**src/rtl/pd_pulse_gen.sv**
```systemverilog
// Programmable pulse-train generator: rising edges every per_l enable ticks,
// HIGH for wid_l ticks, for cnt_l pulses (0 = run until stop).
module pd_pulse_gen #(
  parameter int W = 8
) (
  input  logic         clk,
  input  logic         rst,
  input  logic         enb,
  input  logic         start,
  input  logic         stop,
  input  logic [W-1:0] period,
  input  logic [W-1:0] width,
  input  logic [W-1:0] count,
  output logic         pulse,
  output logic         busy,
  output logic         done
);

  typedef enum logic [1:0] {
    IDLE = 2'd0,
    HIGH = 2'd1,
    LOW  = 2'd2
  } state_t;

  state_t       state_q, state_d;
  logic [W-1:0] ph_q, ph_d;
  logic [W-1:0] left_q, left_d;
  logic [W-1:0] per_q, per_d;
  logic [W-1:0] wid_q, wid_d;
  logic [W-1:0] cnt_q, cnt_d;
  logic         done_q, done_d;
  logic [W-1:0] per_clamp_s;
  logic [W-1:0] wid_clamp_s;

  // Clamp so that the train always has at least one HIGH and one LOW tick.
  always_comb begin
    per_clamp_s = (period < W'(2)) ? W'(2) : period;
    wid_clamp_s = (width == {W{1'b0}}) ? W'(1) : width;
    if (wid_clamp_s >= per_clamp_s) begin
      wid_clamp_s = per_clamp_s - W'(1);
    end else begin
      wid_clamp_s = wid_clamp_s;
    end
  end

  // Next-state and counter update.
  always_comb begin
    state_d = state_q;
    ph_d    = ph_q;
    left_d  = left_q;
    per_d   = per_q;
    wid_d   = wid_q;
    cnt_d   = cnt_q;
    done_d  = 1'b0;
    if (stop) begin
      state_d = IDLE;
      ph_d    = {W{1'b0}};
    end else begin
      case (state_q)
        IDLE: begin
          // The done cycle is IDLE too; a start there must wait one clock.
          if (start && !done_q) begin
            state_d = HIGH;
            per_d   = per_clamp_s;
            wid_d   = wid_clamp_s;
            cnt_d   = count;
            left_d  = count;
            ph_d    = {W{1'b0}};
          end else begin
            state_d = IDLE;
          end
        end
        HIGH: begin
          if (enb) begin
            ph_d = ph_q + W'(1);
            if (ph_q == wid_q - W'(1)) begin
              state_d = LOW;
            end else begin
              state_d = HIGH;
            end
          end else begin
            state_d = HIGH;
          end
        end
        LOW: begin
          if (enb) begin
            if (ph_q == per_q - W'(1)) begin
              ph_d = {W{1'b0}};
              if ((cnt_q != {W{1'b0}}) && (left_q == W'(1))) begin
                state_d = IDLE;
                done_d  = 1'b1;
              end else begin
                state_d = HIGH;
                if (cnt_q != {W{1'b0}}) begin
                  left_d = left_q - W'(1);
                end else begin
                  left_d = left_q;
                end
              end
            end else begin
              ph_d    = ph_q + W'(1);
              state_d = LOW;
            end
          end else begin
            state_d = LOW;
          end
        end
        default: begin
          state_d = IDLE;
          ph_d    = {W{1'b0}};
        end
      endcase
    end
  end

  // State and counter registers with synchronous reset.
  always_ff @(posedge clk) begin
    if (rst) begin
      state_q <= IDLE;
      ph_q    <= {W{1'b0}};
      left_q  <= {W{1'b0}};
      per_q   <= {W{1'b0}};
      wid_q   <= {W{1'b0}};
      cnt_q   <= {W{1'b0}};
      done_q  <= 1'b0;
    end else begin
      state_q <= state_d;
      ph_q    <= ph_d;
      left_q  <= left_d;
      per_q   <= per_d;
      wid_q   <= wid_d;
      cnt_q   <= cnt_d;
      done_q  <= done_d;
    end
  end

  assign pulse = (state_q == HIGH);
  assign busy  = (state_q != IDLE);
  assign done  = done_q;

endmodule

```
**config.mk**
```make
export PLATFORM = sky130hd
export DESIGN_NAME = pd_pulse_gen
export DESIGN_NICKNAME = d
export VERILOG_FILES = /design/src/rtl/pd_pulse_gen.sv
export SDC_FILE = /design/constraint.sdc
export NUM_CORES = 1
export LEC_CHECK = 0
export CAP_MARGIN = 20
export CORE_MARGIN = 1.5
export CORE_UTILIZATION = 50
export DETAILED_ROUTE_END_ITERATION = 6
export PLACE_DENSITY = 0.75
export SETUP_SLACK_MARGIN = 0.4
export SLEW_MARGIN = 20
export SYNTH_ARGS = -nofsm -noshare
export SYNTH_HDL_FRONTEND = slang
export SYNTH_SLANG_ARGS = --single-unit
```
**constraint.sdc**
```tcl
create_clock -name clk -period 3.8 [get_ports clk]
set_clock_uncertainty 0.05 [all_clocks]
set_input_delay 0.76 -clock clk [delete_from_list [all_inputs] [get_ports clk]]
set_output_delay 0.76 -clock clk [all_outputs]
set_load 0.005 [all_outputs]
```
==> impl_metrics.py, run 1 <==
metrics = {
    "synth": {
        "async_flop_share_pct": 0,
        "syn_area_sq_mm": 0.00295,
        "yosys_warnings": 0,
        "yosysSeqAreaShare_pct": 29.2,
        "synth-seq-cells": 43,
        "syn_avg_cell_area_sq_um": 7.62,
        "synth_ff_type": "dfxtp_1",
        "synthCells": 387,
        "synthesis.nets": 434,
        "synth_edf_count": 0,
        "synth_cell_type_count": 58,
    },
    "pwr": {
        "total_power_mw": 1.07,
        "pwr_density_cell_mw_per_mm2": 302,
        "p_leak_nw": 1.40,
        "vdd_drop_max_uv": 212,
    },
    "critical_path": {
        "ff2ff_setup_slack_ps": 760,
        "worstSetupPathType": "input port to flop",
        "crit_family": "buffers and inverters",
        "end_kind": "flop",
        "crit_path_start_kind": "input port",
        "crit_buf_inv": 5,
        "slowest_delay_ps": 500,
        "cp-startpoint": "period[7]",
        "cp.arrival_ps": 3420,
        "r2r_start": "per_q[0]",
        "critPathMaxFanout": 6,
        "crit_slowest_cell": "clkdlybuf4s50_1",
        "required_ps": 3940,
        "path_cells": "clkdlybuf4s50_1 -> nor4_4 -> inv_1 -> o21ai_2 -> inv_1 -> ha_1 -> nand2b_1 -> a21oi_1 -> nor2b_1 -> o21ai_1 -> buf_4 -> a31oi_4 -> buf_12 -> mux2i_2 -> o21ai_1",
    },
    "clocking": {
        "cts_htree_levels": 2,
        "cts_tree": "built",
        "worstSkewPairLatency_ps": 300,
        "cts_made_buffers": 5,
        "path_clk_slew_ps": 100,
        "cts.sinks": 43,
        "clockBufferDepth": 2,
        "clock-root-buffer": "clkbuf_8",
    },
    "route": {
        "antenna_left": 0,
        "firstDrtPassIters": 5,
        "wl_um": 7380,
        "vias_per_cell": 5.84,
        "wl_per_cell_um": 14.9,
        "vias": 2896,
        "remaining_drc_errors": 0,
        "drt_iter0_drc": 202,
    },
    "final_layout": {
        "drive_gt1_share_pct": 10.4,
        "fin_cells": 496,
        "area.growth.synth_to_final_pct": 20.5,
        "diodes": 0,
        "multiInputGateArea_sq_mm": 0.00193,
        "fillers": 507,
        "final_common_cell": "nand2_1",
        "nets": 470,
        "final_cell_mix": "53 x nand2_1, 43 x dfxtp_1, 35 x nor2_1, 27 x clkdlybuf4s50_1, 26 x inv_1",
        "regArea_sq_um": 861,
        "fin_util_pct": 63.4,
    },
    "placed_design": {
        "place_inst": 477,
        "post-dp-hpwl_um": 5480,
        "pre_cts_ws_ps": -10.3,
        "place.port_buffers": 31,
        "gp_congestion": 0.902,
    },
    "global_route": {
        "antenna_found_initial": 0,
        "grt_max_degree": 27,
        "grt_overflow": 0,
        "grt_pass1_vias": 2713,
        "grt_pass1_wl_um": 12600,
        "grt_use_total_pct": 24.9,
    },
    "status": {
        "status": "complete, no violations",
    },
    "min_path": {
        "hold_path_class": "flop to flop",
        "worstHoldStart": "cnt_q[7]",
    },
    "timing": {
        "relSlewSlack_pct": 51.3,
        "fmax_mhz": 305,
        "period_needed_ps": 3280,
        "finalMaxSlewViolations": 0,
        "setup_viol": 0,
        "fin_tns_setup_ps": 0,
        "fin_crit_sh_pct": 86.2,
        "tightest_slew_ps": 730,
        "finalHoldViolations": 0,
        "setup_slack_ps": 524,
        "rsz0062_at_grt": "no",
    },
    "floorplanning": {
        "num_rows": 27,
        "dieArea_sq_mm": 0.00637,
        "floorplan.die.width_um": 79.8,
        "core_sq_mm": 0.00561,
        "die_y_um": 79.8,
        "ios": 32,
        "start_util_pct": 52.6,
    },
    "flow_run": {
        "maxCapViolations": 0,
    },
}
-- per-stage QoR --
stage               area (sq um)  hold slack (ps)
finish                      3560              410
global route                3560              434
CTS                         3550              414
detailed placement          3350              399
global placement            3350              395
floorplan                   2970              386
-- where the power goes --
group | internal, mW | total [mW] | switching, mW
Combinational | 0.129 | 0.267 | 0.138
Clock | 0.135 | 0.315 | 0.180
Sequential | 0.470 | 0.491 | 0.0210
-- synth_stat cells (2+ instances only) --
library cell / n / area (sq um)
a211o_1: 2 / 17.5
a211oi_1: 5 / 37.5
a21o_1: 2 / 15.0
a21oi_1: 24 / 120
a311oi_1: 2 / 17.5
a31oi_1: 4 / 25.0
a41oi_1: 3 / 26.3
and2_1: 2 / 12.5
buf_2: 3 / 15.0
buf_4: 2 / 15.0
clkbuf_1: 17 / 63.8
dfxtp_1: 43 / 861
ha_1: 18 / 225
inv_1: 26 / 97.6
mux2i_1: 7 / 70.1
nand2_1: 53 / 199
nand2b_1: 3 / 18.8
nand3_1: 16 / 80.1
nand3b_1: 5 / 37.5
nand4_1: 4 / 25.0
nor2_1: 35 / 131
nor2b_1: 2 / 12.5
nor3_1: 9 / 45.0
nor3b_1: 3 / 22.5
nor4_1: 9 / 56.3
o21a_1: 3 / 22.5
o21ai_0: 18 / 90.1
o31ai_1: 3 / 22.5
o32ai_1: 2 / 17.5
or2_2: 2 / 12.5
or3_1: 7 / 43.8
or4_1: 2 / 15.0
xnor2_1: 14 / 123
xor2_1: 13 / 114
-- worst paths after layout --
| path | endpoint | cells past startpoint |
|---|---|---|
| worst max register to register | left_q[3] | 9 |
| worst min-delay path | cnt_q[7] | 2 |
| worst max-delay path | wid_q[3] | 15 |
| worst min register to register | cnt_q[7] | 2 |
-- registers in the layout (all words and copies together), names as in the netlist --
register and count:
ph_q 8, left_q 8, per_q 8, done 1, wid_q 8, state_q 2
cnt_q 8
-- kinds of logic (layout without fill, tap and decap cells) --
logic type	after synthesis	after routing	share of synthesized area, %
buffers and inverters	49	86	6.87
multiplexers	9	9	3.27
flip-flops	43	43	29.2
XOR/XNOR	28	28	8.57
AO/OA/AOI/OAI	84	84	18.7
AND/OR/NAND/NOR	156	156	25.8
adder cells (fa/ha/maj)	18	18	7.63
-- layer usage --
metal	up-vias	track usage (%)	part of all wire [%]
met1	1353	34.6	47
met2	101	40.0	46
li1	1432	-	-
met3	10	3.43	5.6
met4	0	7.24	1.7
met5	-	0	0
-- final cells by class --
cell class                      count  share of cell area (%)
Clock inverter                      3                   0.739
Multi-Input combinational cell    295                    54.4
Sequential cell                    43                    24.2
Timing Repair Buffer               52                    13.5
Clock buffer                        5                    1.94
Tap cell                           72                    2.53
Inverter                           26                    2.74
-- tightest hold or removal path: stages, from the launching register on --
cell and delay, ps:
dfxtp_1 320, nand2_1 50, a21oi_1 50
-- what timing repair did --
action	CTS	global route
hold buffers	0	0
endpoints found under the hold margin	0	0
pin swaps	5	2
setup buffers	10	1
setup endpoints to repair	7	8
resized for setup	10	1
No activity file was read; power rests on OpenSTA's default activity.
==> run 2: changes to the inputs <==
--- a/config.mk
+++ b/config.mk
@@ -8,6 +8,7 @@
 export CAP_MARGIN = 20
 export CORE_MARGIN = 1.5
 export CORE_UTILIZATION = 50
+export CTS_BUF_LIST = sky130_fd_sc_hd__clkbuf_4 sky130_fd_sc_hd__clkbuf_8
 export DETAILED_ROUTE_END_ITERATION = 6
 export PLACE_DENSITY = 0.75
 export SETUP_SLACK_MARGIN = 0.4
==> results of run 2 <==
The final DEF is identical to that of run 1; final timing and power are the same.
==> run 3: changes to the inputs <==
--- a/config.mk
+++ b/config.mk
@@ -7,12 +7,12 @@
 export LEC_CHECK = 0
 export CAP_MARGIN = 20
 export CORE_MARGIN = 1.5
-export CORE_UTILIZATION = 50
+export CORE_UTILIZATION = 53
 export CTS_BUF_LIST = sky130_fd_sc_hd__clkbuf_4 sky130_fd_sc_hd__clkbuf_8
 export DETAILED_ROUTE_END_ITERATION = 6
-export PLACE_DENSITY = 0.75
+export PLACE_DENSITY = 0.79
 export SETUP_SLACK_MARGIN = 0.4
-export SLEW_MARGIN = 20
+export SLEW_MARGIN = 40
 export SYNTH_ARGS = -nofsm -noshare
 export SYNTH_HDL_FRONTEND = slang
 export SYNTH_SLANG_ARGS = --single-unit
==> constraint.sdc (replaced) <==
create_clock -name clk -period 2.65 [get_ports clk]
set_clock_uncertainty 0.05 [all_clocks]
set_input_delay 0.53 -clock clk [delete_from_list [all_inputs] [get_ports clk]]
set_output_delay 0.53 -clock clk [all_outputs]
set_load 0.005 [all_outputs]
==> run 3 against run 2 <==
Effect of this change:
- the flow now finishes with violations (setup timing)
- sequential power up 43%
- die area down 5.4%
- final cell count up 7.3%
- worst hold slack better by 0.73 ps
- combinational power up 90%
- worst setup slack worse by 740 ps
- via count up 7.7%
- global-route usage up 3.2 points
- core utilization up 17 points
- critical path depth unchanged
- clock power up 44%
- sequential share of layout area down 3.7 points
- largest cell class unchanged
- largest power group unchanged
- highest routed layer unchanged
==> impl_metrics.py, run 3 (synthesized netlist as in run 1, its figures left out) <==
metrics = {
    "pwr": {
        "pwr_density_cell_mw_per_mm2": 396,
        "vdd_drop_max_uv": 428,
        "total_power_mw": 1.66,
        "p_leak_nw": 1.65,
    },
    "status": {
        "status": "finished, violations left",
        "violations": "setup timing",
    },
    "route": {
        "vias": 3118,
        "vias_per_cell": 5.86,
        "firstDrtPassIters": 5,
        "wl_um": 8950,
        "antenna_left": 0,
        "remaining_drc_errors": 0,
        "drt_iter0_drc": 203,
        "wl_per_cell_um": 16.8,
    },
    "final_layout": {
        "drive_gt1_share_pct": 30.1,
        "final_cell_mix": "52 x nand2_1, 46 x buf_4, 41 x dfxtp_1, 30 x nor2_1, 25 x clkdlybuf4s50_1",
        "final_common_cell": "nand2_1",
        "area.growth.synth_to_final_pct": 42.4,
        "diodes": 0,
        "post-route-cell-area_sq_mm": 0.00420,
        "nets": 508,
    },
    "global_route": {
        "grt_pass1_vias": 2847,
        "grt_pass1_wl_um": 13600,
        "grt_use_total_pct": 28.1,
        "antenna_found_initial": 0,
        "grt_overflow": 0,
        "grt_max_degree": 26,
    },
    "clocking": {
        "cts_tree": "built",
        "worstSkewPairLatency_ps": 300,
        "cts.sinks": 43,
        "path_clk_slew_ps": 90,
        "clockBufferDepth": 2,
        "cts_htree_levels": 2,
        "clock-root-buffer": "clkbuf_8",
        "cts-hold-fix-buffers": 0,
        "cts_made_buffers": 5,
    },
    "critical_path": {
        "worstSetupPathType": "input port to flop",
        "critPathMaxFanout": 4,
        "end_kind": "flop",
        "crit_path_start_kind": "input port",
        "cp.arrival_ps": 3000,
        "required_ps": 2780,
    },
    "placed_design": {
        "place_area_sq_mm": 0.00371,
        "place.port_buffers": 31,
        "pre_cts_ws_ps": -860,
        "post-dp-hpwl_um": 5930,
        "gp_congestion": 0.930,
    },
    "timing": {
        "finalHoldViolations": 0,
        "tightest_slew_ps": 791,
        "period_needed_ps": 2870,
        "setup_viol": 8,
        "fmax_mhz": 349,
        "relSlewSlack_pct": 47.3,
        "rsz0062_at_grt": "yes",
        "fin_crit_sh_pct": 108,
        "finalMaxSlewViolations": 0,
        "setup_slack_ps": -215,
    },
    "floorplanning": {
        "dieArea_sq_mm": 0.00602,
        "num_rows": 26,
        "floorplan.die.width_um": 77.6,
        "ios": 32,
        "die_y_um": 77.6,
        "start_util_pct": 56.3,
        "core_sq_mm": 0.00524,
    },
    "min_path": {
        "hold_path_class": "flop to flop",
    },
    "flow_run": {
        "maxCapViolations": 0,
    },
}
-- run 3: changes by cell type in the layout (fill, tap and decap cells not counted), sizes merged --
cell and delta:
buf +41, clkbuf +1, clkdlybuf4s50 -2, dlygate4sd2 -1, inv -2, clkinvlp +1
-- run 3: final timing paths --
check                 start   endpoint  slack, ps  cells after the start
hold reg to reg    cnt_q[1]   cnt_q[1]        410                      2
setup reg to reg   per_q[0]  left_q[2]         40                     10
hold / removal     cnt_q[1]   cnt_q[1]        410                      2
setup / recovery  period[2]   wid_q[1]       -220                     15
-- run 3: layer usage --
metal | wire length, um | GRT usage, %
met1 | 3790 | 38.4
met2 | 4380 | 46.1
met3 | 504 | 4.24
met4 | 273 | 6.91
met5 | 0 | 0
-- run 3: cell type report --
| type | count | area, sq um |
|---|---|---|
| clock buffers | 6 | 82.6 |
| flip-flops and latches | 43 | 863 |
| multi-input cells | 295 | 2240 |
| fillers | 323 | 1040 |
| inverters | 26 | 97.6 |
| clock inverters | 2 | 16.3 |
| repair buffers | 90 | 812 |
| well taps | 70 | 87.6 |
-- run 3: power by group --
group          internal (mW)  leakage [nW]  switching [mW]
registers              0.674         0.351          0.0289
logic                  0.253          1.25           0.253
clock network          0.213        0.0474           0.240
-- run 3: stage by stage --
stage / utilization, % / hold WS [ps] / setup TNS (ps) / std cells
2_1_floorplan: - / 386 / -1440 / 387
3_3_place_gp: 70.8 / 393 / -4810 / 511
3_5_place_dp: 70.8 / 401 / -6030 / 511
4_1_cts: 76.0 / 414 / -459 / 531
5_1_grt: 80.2 / 438 / -1970 / 532
6_report: 80.2 / 411 / -1430 / 532
-- run 3: timing repair --
action,CTS,global route
resized for setup,37,49
pin swaps,17,13
setup buffers,12,1
setup endpoints to repair,26,29
-- run 3: critical path, stage by stage --
cell and delay (ps):
buf_6 100, or3_4 420, nor4_4 260, inv_1 110
o21ai_2 170, inv_2 70, ha_4 260, nand2b_4 110
a21oi_2 50, nor2b_1 130, o21ai_2 90, a31oi_4 240
buf_4 170, mux2i_2 210, a211oi_2 90
